## src/rtl/bayer_linebuff_flush_ctrl.sv

```systemverilog
// Frame sequencer ahead of the 3-line Bayer line buffer. It forwards video, measures each
// frame, and appends FLUSH_LINES zero lines after the frame so the buffer can drain its bottom rows.
module bayer_linebuff_flush_ctrl #(
    parameter int C_RAM_ADDR_BITS = 11,
    parameter int C_DATA_WIDTH    = 12,
    parameter int FLUSH_LINES     = 2,
    parameter int GAP_CYCLES      = 16
) (
    input  logic                      clk,
    input  logic                      reset,
    input  logic                      vs_in,
    input  logic                      hs_in,
    input  logic                      de_in,
    input  logic [C_DATA_WIDTH-1:0]   data_in,
    input  logic                      err_clr,
    output logic                      vs_out,
    output logic                      hs_out,
    output logic                      de_out,
    output logic [C_DATA_WIDTH-1:0]   data_out,
    output logic [C_RAM_ADDR_BITS:0]  line_width,
    output logic [15:0]               line_count,
    output logic                      flush_busy,
    output logic                      width_err,
    output logic                      sync_err
);
    localparam int WW = C_RAM_ADDR_BITS + 1;
    localparam int GW = $clog2(GAP_CYCLES);
    localparam logic [WW-1:0] MAX_W    = {1'b1, {C_RAM_ADDR_BITS{1'b0}}};
    localparam logic [GW-1:0] GAP_LAST = GW'(GAP_CYCLES - 1);
    localparam logic [1:0]    LAST_IDX = 2'(FLUSH_LINES - 1);

    typedef enum logic [2:0] {
        WAIT_VB,
        WAIT_FRAME,
        ACTIVE,
        FLUSH_GAP,
        FLUSH_LINE
    } state_t;

    state_t                  state, state_nxt;
    logic                    vs_q, de_q;
    logic                    vs_rise, vs_fall, de_rise, de_fall;
    logic [WW-1:0]           pix_cnt, pix_nxt;
    logic [WW-1:0]           cur_width, width_nxt;
    logic [WW-1:0]           flush_cnt, flush_nxt;
    logic [15:0]             line_cnt, line_nxt;
    logic [GW-1:0]           gap_cnt, gap_nxt;
    logic [1:0]              line_idx, idx_nxt;
    logic                    publish, width_set, sync_set;
    logic                    vs_d, hs_d, de_d;
    logic [C_DATA_WIDTH-1:0] data_d;

    assign vs_rise = vs_in & ~vs_q;
    assign vs_fall = ~vs_in & vs_q;
    assign de_rise = de_in & ~de_q;
    assign de_fall = ~de_in & de_q;

    // NOTE: every variable gets a default before the case so no path can infer a latch.
    always_comb begin
        state_nxt = state;
        pix_nxt   = pix_cnt;
        line_nxt  = line_cnt;
        width_nxt = cur_width;
        gap_nxt   = gap_cnt;
        flush_nxt = flush_cnt;
        idx_nxt   = line_idx;
        publish   = 1'b0;
        width_set = 1'b0;
        sync_set  = 1'b0;

        case (state)
            WAIT_VB: begin
                if (vs_in) state_nxt = WAIT_FRAME;
            end
            WAIT_FRAME: begin
                pix_nxt   = '0;
                line_nxt  = '0;
                width_nxt = '0;
                if (vs_fall) begin
                    state_nxt = ACTIVE;
                    pix_nxt   = {{C_RAM_ADDR_BITS{1'b0}}, de_in};
                end
            end
            ACTIVE: begin
                if (!de_in)               pix_nxt   = '0;
                else if (pix_cnt == MAX_W) width_set = 1'b1;
                else                       pix_nxt   = pix_cnt + 1'b1;
                if (de_fall) begin
                    if (line_cnt != 16'hFFFF) line_nxt = line_cnt + 1'b1;
                    if (cur_width == '0)      width_nxt = pix_cnt;
                end
                if (vs_rise) begin
                    publish = 1'b1;
                    if (width_nxt != '0) begin
                        state_nxt = FLUSH_GAP;
                        gap_nxt   = '0;
                        idx_nxt   = '0;
                    end else begin
                        state_nxt = WAIT_FRAME;
                    end
                end
            end
            FLUSH_GAP, FLUSH_LINE: begin
                if (!vs_in) begin
                    // A new frame started before the flush finished: restart measurement here.
                    sync_set  = 1'b1;
                    state_nxt = ACTIVE;
                    pix_nxt   = {{C_RAM_ADDR_BITS{1'b0}}, de_in};
                    line_nxt  = '0;
                    width_nxt = '0;
                end else begin
                    sync_set = de_rise;
                    if (state == FLUSH_GAP) begin
                        gap_nxt = gap_cnt + 1'b1;
                        if (gap_cnt == GAP_LAST) begin
                            state_nxt = FLUSH_LINE;
                            flush_nxt = '0;
                        end
                    end else begin
                        flush_nxt = flush_cnt + 1'b1;
                        if (flush_cnt == line_width - 1'b1) begin
                            if (line_idx == LAST_IDX) begin
                                state_nxt = WAIT_FRAME;
                            end else begin
                                state_nxt = FLUSH_GAP;
                                gap_nxt   = '0;
                                idx_nxt   = line_idx + 1'b1;
                            end
                        end
                    end
                end
            end
            default: state_nxt = WAIT_VB;
        endcase
    end

    // Outputs follow the state being entered, so vs_out stays low from frame end through the flush.
    always_comb begin
        vs_d   = vs_in;
        hs_d   = hs_in;
        de_d   = de_in;
        data_d = data_in;
        if (state_nxt == FLUSH_GAP) begin
            vs_d   = 1'b0;
            hs_d   = 1'b1;
            de_d   = 1'b0;
            data_d = '0;
        end else if (state_nxt == FLUSH_LINE) begin
            vs_d   = 1'b0;
            hs_d   = 1'b0;
            de_d   = 1'b1;
            data_d = '0;
        end
    end

    // NOTE: sequential state uses non-blocking assignments so all registers update together.
    always_ff @(posedge clk or negedge reset) begin
        if (!reset) begin
            state      <= WAIT_VB;
            vs_q       <= 1'b1;
            de_q       <= 1'b0;
            pix_cnt    <= '0;
            line_cnt   <= '0;
            cur_width  <= '0;
            gap_cnt    <= '0;
            flush_cnt  <= '0;
            line_idx   <= '0;
            vs_out     <= 1'b1;
            hs_out     <= 1'b1;
            de_out     <= 1'b0;
            data_out   <= '0;
            line_width <= '0;
            line_count <= '0;
            flush_busy <= 1'b0;
            width_err  <= 1'b0;
            sync_err   <= 1'b0;
        end else begin
            state      <= state_nxt;
            vs_q       <= vs_in;
            de_q       <= de_in;
            pix_cnt    <= pix_nxt;
            line_cnt   <= line_nxt;
            cur_width  <= width_nxt;
            gap_cnt    <= gap_nxt;
            flush_cnt  <= flush_nxt;
            line_idx   <= idx_nxt;
            vs_out     <= vs_d;
            hs_out     <= hs_d;
            de_out     <= de_d;
            data_out   <= data_d;
            flush_busy <= (state_nxt == FLUSH_GAP) || (state_nxt == FLUSH_LINE);
            if (publish) begin
                line_count <= line_nxt;
                line_width <= width_nxt;
            end
            if (width_set)    width_err <= 1'b1;
            else if (err_clr) width_err <= 1'b0;
            if (sync_set)     sync_err  <= 1'b1;
            else if (err_clr) sync_err  <= 1'b0;
        end
    end

endmodule

```

## config.mk

```make
export PLATFORM = sky130hd
export DESIGN_NAME = bayer_linebuff_flush_ctrl
export DESIGN_NICKNAME = d
export VERILOG_FILES = /design/src/rtl/bayer_linebuff_flush_ctrl.sv
export SDC_FILE = /design/constraint.sdc
export NUM_CORES = 1
export LEC_CHECK = 0
export ABC_CLOCK_PERIOD_IN_PS = 3150
export CAP_MARGIN = 30
export CORE_MARGIN = 3
export CORE_UTILIZATION = 40
export CTS_CLUSTER_DIAMETER = 200
export DETAILED_ROUTE_END_ITERATION = 12
export GPL_TIMING_DRIVEN = 0
export HOLD_SLACK_MARGIN = 0.03
export PLACE_DENSITY_LB_ADDON = 0.25
export SLEW_MARGIN = 40
export SYNTH_ARGS = -nofsm -noshare
export SYNTH_HDL_FRONTEND = slang
export SYNTH_SLANG_ARGS = --single-unit
```

## constraint.sdc

```tcl
create_clock -name clk -period 3.15 [get_ports clk]
set_input_delay 0.63 -clock clk [delete_from_list [all_inputs] [get_ports clk]]
set_output_delay 0.63 -clock clk [all_outputs]
set_load 0.01 [all_outputs]
```

==> results of run 1 <==
==> critical path, stage by stage (launching register included) <==
cell and delay (ns):
dfrtp_2 0.49, inv_1 0.09, ha_2 0.24, nor4b_4 0.23, a31oi_1 0.14, or4b_4 0.53
a2111oi_4 0.33, nand3_2 0.19, o21ai_4 0.22, inv_2 0.09, buf_6 0.16, nor3b_2 0.21
==> worst paths after layout <==
kind                                      startpoint                        end  cells after the start
setup / recovery           line_width[0]$_DFFE_PN0P_      data_out[2]$_DFF_PN0_                     11
hold reg to reg              line_idx[0]$_DFFE_PN0P_    line_idx[0]$_DFFE_PN0P_                      1
setup reg to reg           line_width[0]$_DFFE_PN0P_      data_out[2]$_DFF_PN0_                     11
min in group clk             line_idx[0]$_DFFE_PN0P_    line_idx[0]$_DFFE_PN0P_                      1
hold / removal                                 reset   flush_cnt[7]$_DFFE_PN0P_                      1
max in group asynchronous                      reset  line_width[0]$_DFFE_PN0P_                      2
==> registers in the layout, summed over array words and instances (netlist names), 2 cells and up <==
| signal | count |
|---|---|
| cur_width | 12 |
| data_out | 12 |
| flush_cnt | 12 |
| gap_cnt | 4 |
| line_cnt | 16 |
| line_count | 16 |
| line_idx | 2 |
| line_width | 12 |
| pix_cnt | 12 |
| state | 3 |
==> what timing repair did <==
action,in CTS,in global routing
setup endpoints to repair,19,23
resized for setup,3,5
buffers inserted,1,0
hold endpoints to repair,0,0
pin swaps,1,1
==> power breakdown <==
group | switching, mW | internal (mW)
Clock | 0.500 | 0.624
Combinational | 0.734 | 0.479
Sequential | 0.0898 | 1.54
==> per-layer routing <==
metal,vias to the layer above,global-route usage [%],wire length [um]
li1,2210,-,-
met5,-,0,0
met3,17,4.54,570
met1,2275,24.2,6110
met4,0,5.61,214
met2,94,30.9,6830
==> cell type report <==
class | instances | area (sq um) | area share (%)
buffer | 26 | 120 | 1.77
clock buffer | 14 | 284 | 4.18
clock inverter | 2 | 15.0 | 0.221
timing repair buffer | 65 | 671 | 9.87
inverter | 18 | 67.6 | 0.995
tap | 176 | 220 | 3.24
multi-input combinational | 417 | 2680 | 39.5
sequential | 109 | 2730 | 40.3
==> layout by cell type (no fill, tap or decap), types with 4 or more instances in the layout <==
cell	count
a211oi_1	4
a21oi_1	39
a22o_1	4
a31oi_1	9
and2_1	5
and3_1	12
and4_1	4
clkbuf_1	23
clkbuf_16	9
clkbuf_8	4
clkdlybuf4s50_1	62
dfrtp_1	104
ha_1	6
inv_1	17
mux2_2	10
nand2_1	50
nand2b_1	5
nand3_1	24
nand3b_1	5
nand4_1	15
nor2_1	56
nor2b_1	4
nor3_1	7
nor3b_1	5
nor3b_2	10
nor4_1	8
o211ai_1	5
o21a_1	6
o21ai_0	36
o31ai_1	16
xnor2_1	10
xor2_1	21
==> logic make-up after synthesis <==
logic type	count (synthesis)	synth area share [%]
buffers and inverters	46	3.51
and+or+nand+nor	224	22.0
adders and majority gates	7	1.58
AOI/OAI and AO/OA	144	16.7
xor gates and xnor gates	31	4.88
muxes	11	2.21
DFF	109	49.1
==> results.yml, run 1 <==
synthesis:
  synth.top_cells.by_count: "dfrtp_1 (106), nor2_1 (56), nand2_1 (50)"
  synth_top_area_share_pct: 47.7
  ys.flop_type: "dfrtp_1"
  ys_warn_count: 0
  synth-seq-cells: 109
  syn_avg_cell_area_sq_um: 9.72
  synthCells: 572
  synth_area_leader_cell: "dfrtp_1"
  synth_area_sq_um: 5560
  synth_edf_count: 0
  ys_types: 60
  syn_nets: 597
  synth_seq_area_share_pct: 49.1
  post-synth-top-count-cell: "dfrtp_1"
  synth.area.top_cells: "dfrtp_1 (48%), nor2_1 (3.8%), a21oi_1 (3.5%)"
  synth-async-reset-ratio_pct: 100
timing:
  maxSlewViolCount: 0
  worst_slew_pin_slew_ns: 0.834
  slew_headroom_pct: 43.9
  tns_ns: 0
  fin_crit_ns: 3.01
  hold_violations: 0
  rsz0062_at_grt: "false"
  finClkSkew_ns: 0.00832
  finalSetupViolCount: 0
  fmax_mhz: 333
  worst_slack_ns: 0.143
  period_share_pct: 95.4
  holdWs_ns: 0.158
cts:
  cts_buffers: 9
  clock_path_buffers: 2
  cts_tree: "built"
  root_buffer: "clkbuf_16"
  clock-sinks: 109
  htreeDepth: 3
  cts_hold_buf: 0
  clk_pin_slew_ns: 0.07
  clkLatencyLatePin_ns: 0.35
routing:
  dr.pass1.iters: 5
  vias: 4596
  via_per_inst: 5.56
  drtIter0Drc: 376
  drtAntennaViolNets: 0
  wl_per_cell_um: 16.6
  drt_wl_total_mm: 13.7
  route.detailed.drc: 0
finish:
  final_layout_size_suffix_gt1_share_pct: 9.06
  final_area_sq_um: 6790
  syn_to_final_growth_pct: 22.1
  diodes: 0
  instances_no_fill: 827
  utilization_pct: 50.7
  fillers: 1228
  nets: 671
floorplanning:
  die_x_um: 124
  start_util_pct: 41.5
  design.die.area_sq_um: 15400
  rows: 42
  design.core.area_sq_um: 13400
  num_io_pins: 64
  die_h_um: 124
run_status:
  status: "finished, final reports clean"
pwr:
  p_total_mw: 3.97
  power.density_nw_per_um2: 585
  power.leakage_nw: 2.86
  ir_worst_vdd_mv: 0.340
placement:
  placed_cell_area_sq_um: 6450
  post-place-ws_ns: -0.212
  routabilityCongestion: 0.872
  dp.cells: 812
  portBuffers: 63
  hpwl_mm: 9.96
job:
  cap_viol_max_count: 0
global_routing:
  grt_max_degree: 65
  grt_overflow_total: 0
  grt_pass1_vias: 4510
  grtUsageTotal_pct: 18.6
  grt_pass1_wl_mm: 22.6
  antenna_found_initial: 0
setup_path:
  crit_fanout: 10
  crit_path_start_kind: "register"
  ff2ff_setup_slack_ns: 0.14
  crit_path_end_kind: "register"
  cp_data_required_time_ns: 3.42
  crit_type: "register to register"
  worst-endpoint-arrival_ns: 3.27
hold_path:
  min_path_type: "input port to asynchronous set/reset pin"
Power figures use the tool's default switching activity.
==> inputs of run 2 (changes only) <==
- SKIP_CTS_REPAIR_TIMING: default -> 1
==> run 2 against run 1 <==
Core utilization increased by 0.056 points. First-iteration DRC count decreased by 6.9%. Worst setup slack improved by 0.018 ns. Critical path depth unchanged. Die area unchanged. Register-to-register slack improved by 0.02 ns. Sequential power about the same. Non-clock buffer count increased by 1. Clock power about the same. Worst hold slack about the same. Critical path type unchanged. Largest cell class unchanged. Largest power group unchanged.
==> results.yml, run 2 (same netlist as run 1, synthesis figures left out) <==
routing:
  drtAntennaViolNets: 0
  via_per_inst: 5.61
  wl_per_cell_um: 16.5
  drtIter0Drc: 350
  dr.pass1.iters: 7
  drt_wl_total_mm: 13.7
  route.detailed.drc: 0
  vias: 4641
hold_path:
  min_path_type: "input port to asynchronous set/reset pin"
timing:
  rsz0062_at_grt: "false"
  worst_slack_ns: 0.161
  hold_violations: 0
  slew_headroom_pct: 46.2
  fmax_mhz: 335
  finalSetupViolCount: 0
  fin_crit_ns: 2.99
  maxSlewViolCount: 0
  finClkSkew_ns: 0.00911
  worst_slew_pin_slew_ns: 0.800
  period_share_pct: 94.9
pwr:
  power.leakage_nw: 2.86
  ir_worst_vdd_mv: 0.341
  power.density_nw_per_um2: 584
setup_path:
  ff2ff_setup_slack_ns: 0.16
  crit_type: "register to register"
  cp-startpoint: "line_width[0]$_DFFE_PN0P_"
  cp-endpoint: "data_out[2]$_DFF_PN0_"
  crit_fanout: 10
  crit_path_end_kind: "register"
  cp_data_required_time_ns: 3.42
  timing.rr.end: "data_out[2]$_DFF_PN0_"
  rr_startpoint: "line_width[0]$_DFFE_PN0P_"
  crit_path_start_kind: "register"
  reg2reg_depth: 11
  worst-endpoint-arrival_ns: 3.26
global_routing:
  grtUsageTotal_pct: 18.5
  grt_pass1_vias: 4507
  grt_pass1_wl_mm: 22.4
  antenna_found_initial: 0
  grt_max_degree: 65
  grt_overflow_total: 0
cts:
  clkLatencyLatePin_ns: 0.35
  clock_path_buffers: 2
  htreeDepth: 3
  root_buffer: "clkbuf_16"
  clk_pin_slew_ns: 0.07
  cts_tree: "built"
  clock-sinks: 109
  cts_buffers: 9
placement:
  routabilityCongestion: 0.872
  placed_cell_area_sq_um: 6450
  post-place-ws_ns: -0.212
  hpwl_mm: 9.96
  portBuffers: 63
finish:
  syn_to_final_growth_pct: 22.3
  diodes: 0
  final_common_cell: "dfrtp_1"
  final_layout_size_suffix_gt1_share_pct: 9.20
  fillers: 1228
  nets: 672
  final_area_sq_um: 6800
  final_cell_mix: "dfrtp_1 (104), clkdlybuf4s50_1 (62), nor2_1 (56)"
  reg_top3: "line_cnt: 16 flops, line_count: 16 flops"
floorplanning:
  design.die.area_sq_um: 15400
  design.core.area_sq_um: 13400
  die_h_um: 124
  num_io_pins: 64
  start_util_pct: 41.5
  rows: 42
  die_x_um: 124
run_status:
  status: "finished, final reports clean"
job:
  cap_viol_max_count: 0
[run 2: changes by cell type in the layout (fill, tap and decap cells not counted), sizes merged]
cell,delta
buf,+1
[run 2: through the flow]
stage	util (%)	TNS, ns	instances	hold slack (ns)	power [mW]
after floorplan	-	0	572	0.334	2.38
after global placement	47.8	-286.92	811	0.462	2.80
after detailed placement	48.1	-2.27	812	0.473	2.85
after CTS	50.4	-2.35	828	0.166	3.98
after global routing	50.7	0	828	0.177	4.19
final	50.7	0	828	0.157	3.97
[run 2: where the power goes]
part,total [mW],switching (mW),internal (mW)
combinational,1.21,0.731,0.479
clock,1.13,0.503,0.624
sequential,1.63,0.0904,1.54
[run 2: critical path, stage by stage (launching register included)]
cell       delay (ns)
dfrtp_2          0.49
inv_1            0.09
ha_2             0.23
nor4b_4          0.22
a31oi_1          0.14
or4b_4           0.53
a2111oi_4        0.33
nand3_2          0.19
o21ai_4          0.22
inv_2            0.09
buf_6            0.16
nor3b_2          0.20
[run 2: worst min path at each step]
stage	end	slack, ns	cells past startpoint
final	flush_cnt[7]$_DFFE_PN0P_	0.16	1
after global routing	flush_cnt[6]$_DFFE_PN0P_	0.18	1
after CTS	flush_cnt[6]$_DFFE_PN0P_	0.17	1
after detailed placement	line_count[15]$_DFFE_PN0P_	0.47	2
after global placement	line_idx[0]$_DFFE_PN0P_	0.46	1
after floorplan	cur_width[0]$_DFF_PN0_	0.33	0
[run 2: routing by layer]
metal  part of all wire, %  GRT usage (%)  routed length (um)
met5                     0              0                   0
met4                   1.8           5.95                 250
met3                   4.3           4.54                 588
met2                    50           30.8                6790
met1                    44           23.9                6070
[run 2: area by class of cell]
class                   instances  area [sq um]  area share [%]
flip-flops and latches        109          2730            40.2
clock inverters                 2          15.0           0.221
inverters                      18          67.6           0.994
clock buffers                  14           284            4.18
repair buffers                 66           678            9.97
multi-input cells             417          2680            39.4
well taps                     176           220            3.24
plain buffers                  26           120            1.77
==> inputs of run 3 (changes only) <==
- CTS_BUF_LIST: default -> sky130_fd_sc_hd__clkbuf_8
- SETUP_SLACK_MARGIN: default -> 0.4
==> run 3 against run 2 <==
Core utilization is 0.76 points higher. First-iteration DRC count shrank 3.4%. Global-route usage is 0.24 points lower. Worst setup slack got worse by 0.068 ns. Power down 5.0%. Clock skew barely moved. Non-clock buffer count grew 11. Critical endpoint is now data_out[7]$_DFF_PN0_.
==> results.yml, run 3 (same netlist as run 1, synthesis figures left out) <==
run_status:
  status: "finished, final reports clean"
pwr:
  p_total_mw: 3.77
  power.leakage_nw: 2.95
  ir_worst_vdd_mv: 0.348
  power.density_nw_per_um2: 547
setup_path:
  crit_path_start_kind: "register"
  worst-endpoint-arrival_ns: 3.32
  crit_fanout: 8
  path_cells: "buf_6 > inv_2 > ha_4 > nor4b_4 > a31oi_1 > or4b_4 > a2111o_1 > nor4_4 > a2bb2oi_4 > clkbuf_16 > nor3b_2"
  crit_path_end_kind: "register"
  crit_type: "register to register"
  cpPeakStageDelay_ns: 0.57
  cp_data_required_time_ns: 3.41
  critPathBufInv: 3
  ff2ff_setup_slack_ns: 0.09
  critPathSlowestCell: "or4b_4"
  cp_top_family: "simple AND/OR/NAND/NOR gates"
routing:
  drtAntennaViolNets: 0
  drtIter0Drc: 338
  via_per_inst: 5.51
  dr.pass1.iters: 5
  wl_per_cell_um: 16.3
  route.detailed.drc: 0
  vias: 4627
  drt_wl_total_mm: 13.7
global_routing:
  grtUsageTotal_pct: 18.3
  grt_overflow_total: 0
  grt_pass1_vias: 4517
  grt_max_degree: 62
  grt_pass1_wl_mm: 22.3
  antenna_found_initial: 0
placement:
  dp.cells: 812
  routabilityCongestion: 0.858
  portBuffers: 63
  hpwl_mm: 9.78
  placed_cell_area_sq_um: 6480
job:
  cap_viol_max_count: 0
cts:
  clkLatencyLatePin_ns: 0.37
  clock-sinks: 109
  clock_path_buffers: 2
  htreeDepth: 3
  clk_pin_slew_ns: 0.09
  cts_buffers: 9
  cts_tree: "built"
  root_buffer: "clkbuf_8"
timing:
  maxSlewViolCount: 0
  fmax_mhz: 327
  finClkSkew_ns: 0.00956
  fin_crit_ns: 3.06
  worst_slew_pin_slew_ns: 0.741
  finalSetupViolCount: 0
  period_share_pct: 97.0
  slew_headroom_pct: 50.6
  hold_violations: 0
  rsz0062_at_grt: "true"
floorplanning:
  rows: 42
  start_util_pct: 41.5
  num_io_pins: 64
  die_x_um: 124
  die_h_um: 124
  design.die.area_sq_um: 15400
  design.core.area_sq_um: 13400
finish:
  reg_top3: "line_cnt: 16 flops, line_count: 16 flops"
  nets: 683
  final_layout_size_suffix_gt1_share_pct: 13.1
  utilization_pct: 51.5
  syn_to_final_growth_pct: 24.1
  final_cell_mix: "dfrtp_1 (106), clkdlybuf4s50_1 (62), nor2_1 (55)"
  diodes: 0
  final_area_sq_um: 6900
  instances_no_fill: 839
  final_common_cell: "dfrtp_1"
hold_path:
  min_path_type: "input port to asynchronous set/reset pin"
run 3: power breakdown:
part	total (mW)	switching, mW	internal (mW)
combinational	1.35	0.776	0.576
sequential	1.62	0.0809	1.54
clock	0.799	0.455	0.344
run 3: worst reg2reg max path, cell delays in order, from the launching register on:
cell and delay [ns]:
dfrtp_1 0.40, buf_6 0.15, inv_2 0.06, ha_4 0.14, nor4b_4 0.21, a31oi_1 0.12
or4b_4 0.57, a2111o_1 0.45, nor4_4 0.34, a2bb2oi_4 0.27, clkbuf_16 0.20, nor3b_2 0.04
run 3: final timing paths:
| path | startpoint | depth (start not counted) | endpoint |
|---|---|---|---|
| worst min register to register | line_idx[0]$_DFFE_PN0P_ | 1 | line_idx[0]$_DFFE_PN0P_ |
| worst max-delay path | line_width[1]$_DFFE_PN0P_ | 11 | data_out[7]$_DFF_PN0_ |
| worst max register to register | line_width[1]$_DFFE_PN0P_ | 11 | data_out[7]$_DFF_PN0_ |
| max in group asynchronous | reset | 2 | line_cnt[7]$_DFF_PN0_ |
| min in group clk | line_idx[0]$_DFFE_PN0P_ | 1 | line_idx[0]$_DFFE_PN0P_ |
| worst min-delay path | reset | 1 | flush_cnt[6]$_DFFE_PN0P_ |
run 3: stage by stage:
step | worst slack [ns] | hold WS, ns | TNS, ns
after floorplan | 0.401 | 0.334 | 0
after detailed placement | 0.00243 | 0.466 | 0
after global placement | -2.64 | 0.464 | -283.49
after CTS | -0.0320 | 0.142 | -0.159
after global routing | -0.0223 | 0.152 | -0.0919
final | 0.0935 | 0.144 | 0
run 3: layout make-up:
type                    count  area [sq um]
multi-input cells         417          2770
fillers                  1232          6500
repair buffers             75           767
flip-flops and latches    109          2730
plain buffers              28           163
well taps                 176           220
clock buffers              12           165
clock inverters             4          16.3
inverters                  18          72.6
run 3: per-layer routing:
layer  wire (um)  GRT usage, %  vias up
met1        6240          24.8     2289
met2        6840          29.8       96
met5           0             0        -
li1            -             -     2231
met4         123          4.65        0
met3         502          4.22       11
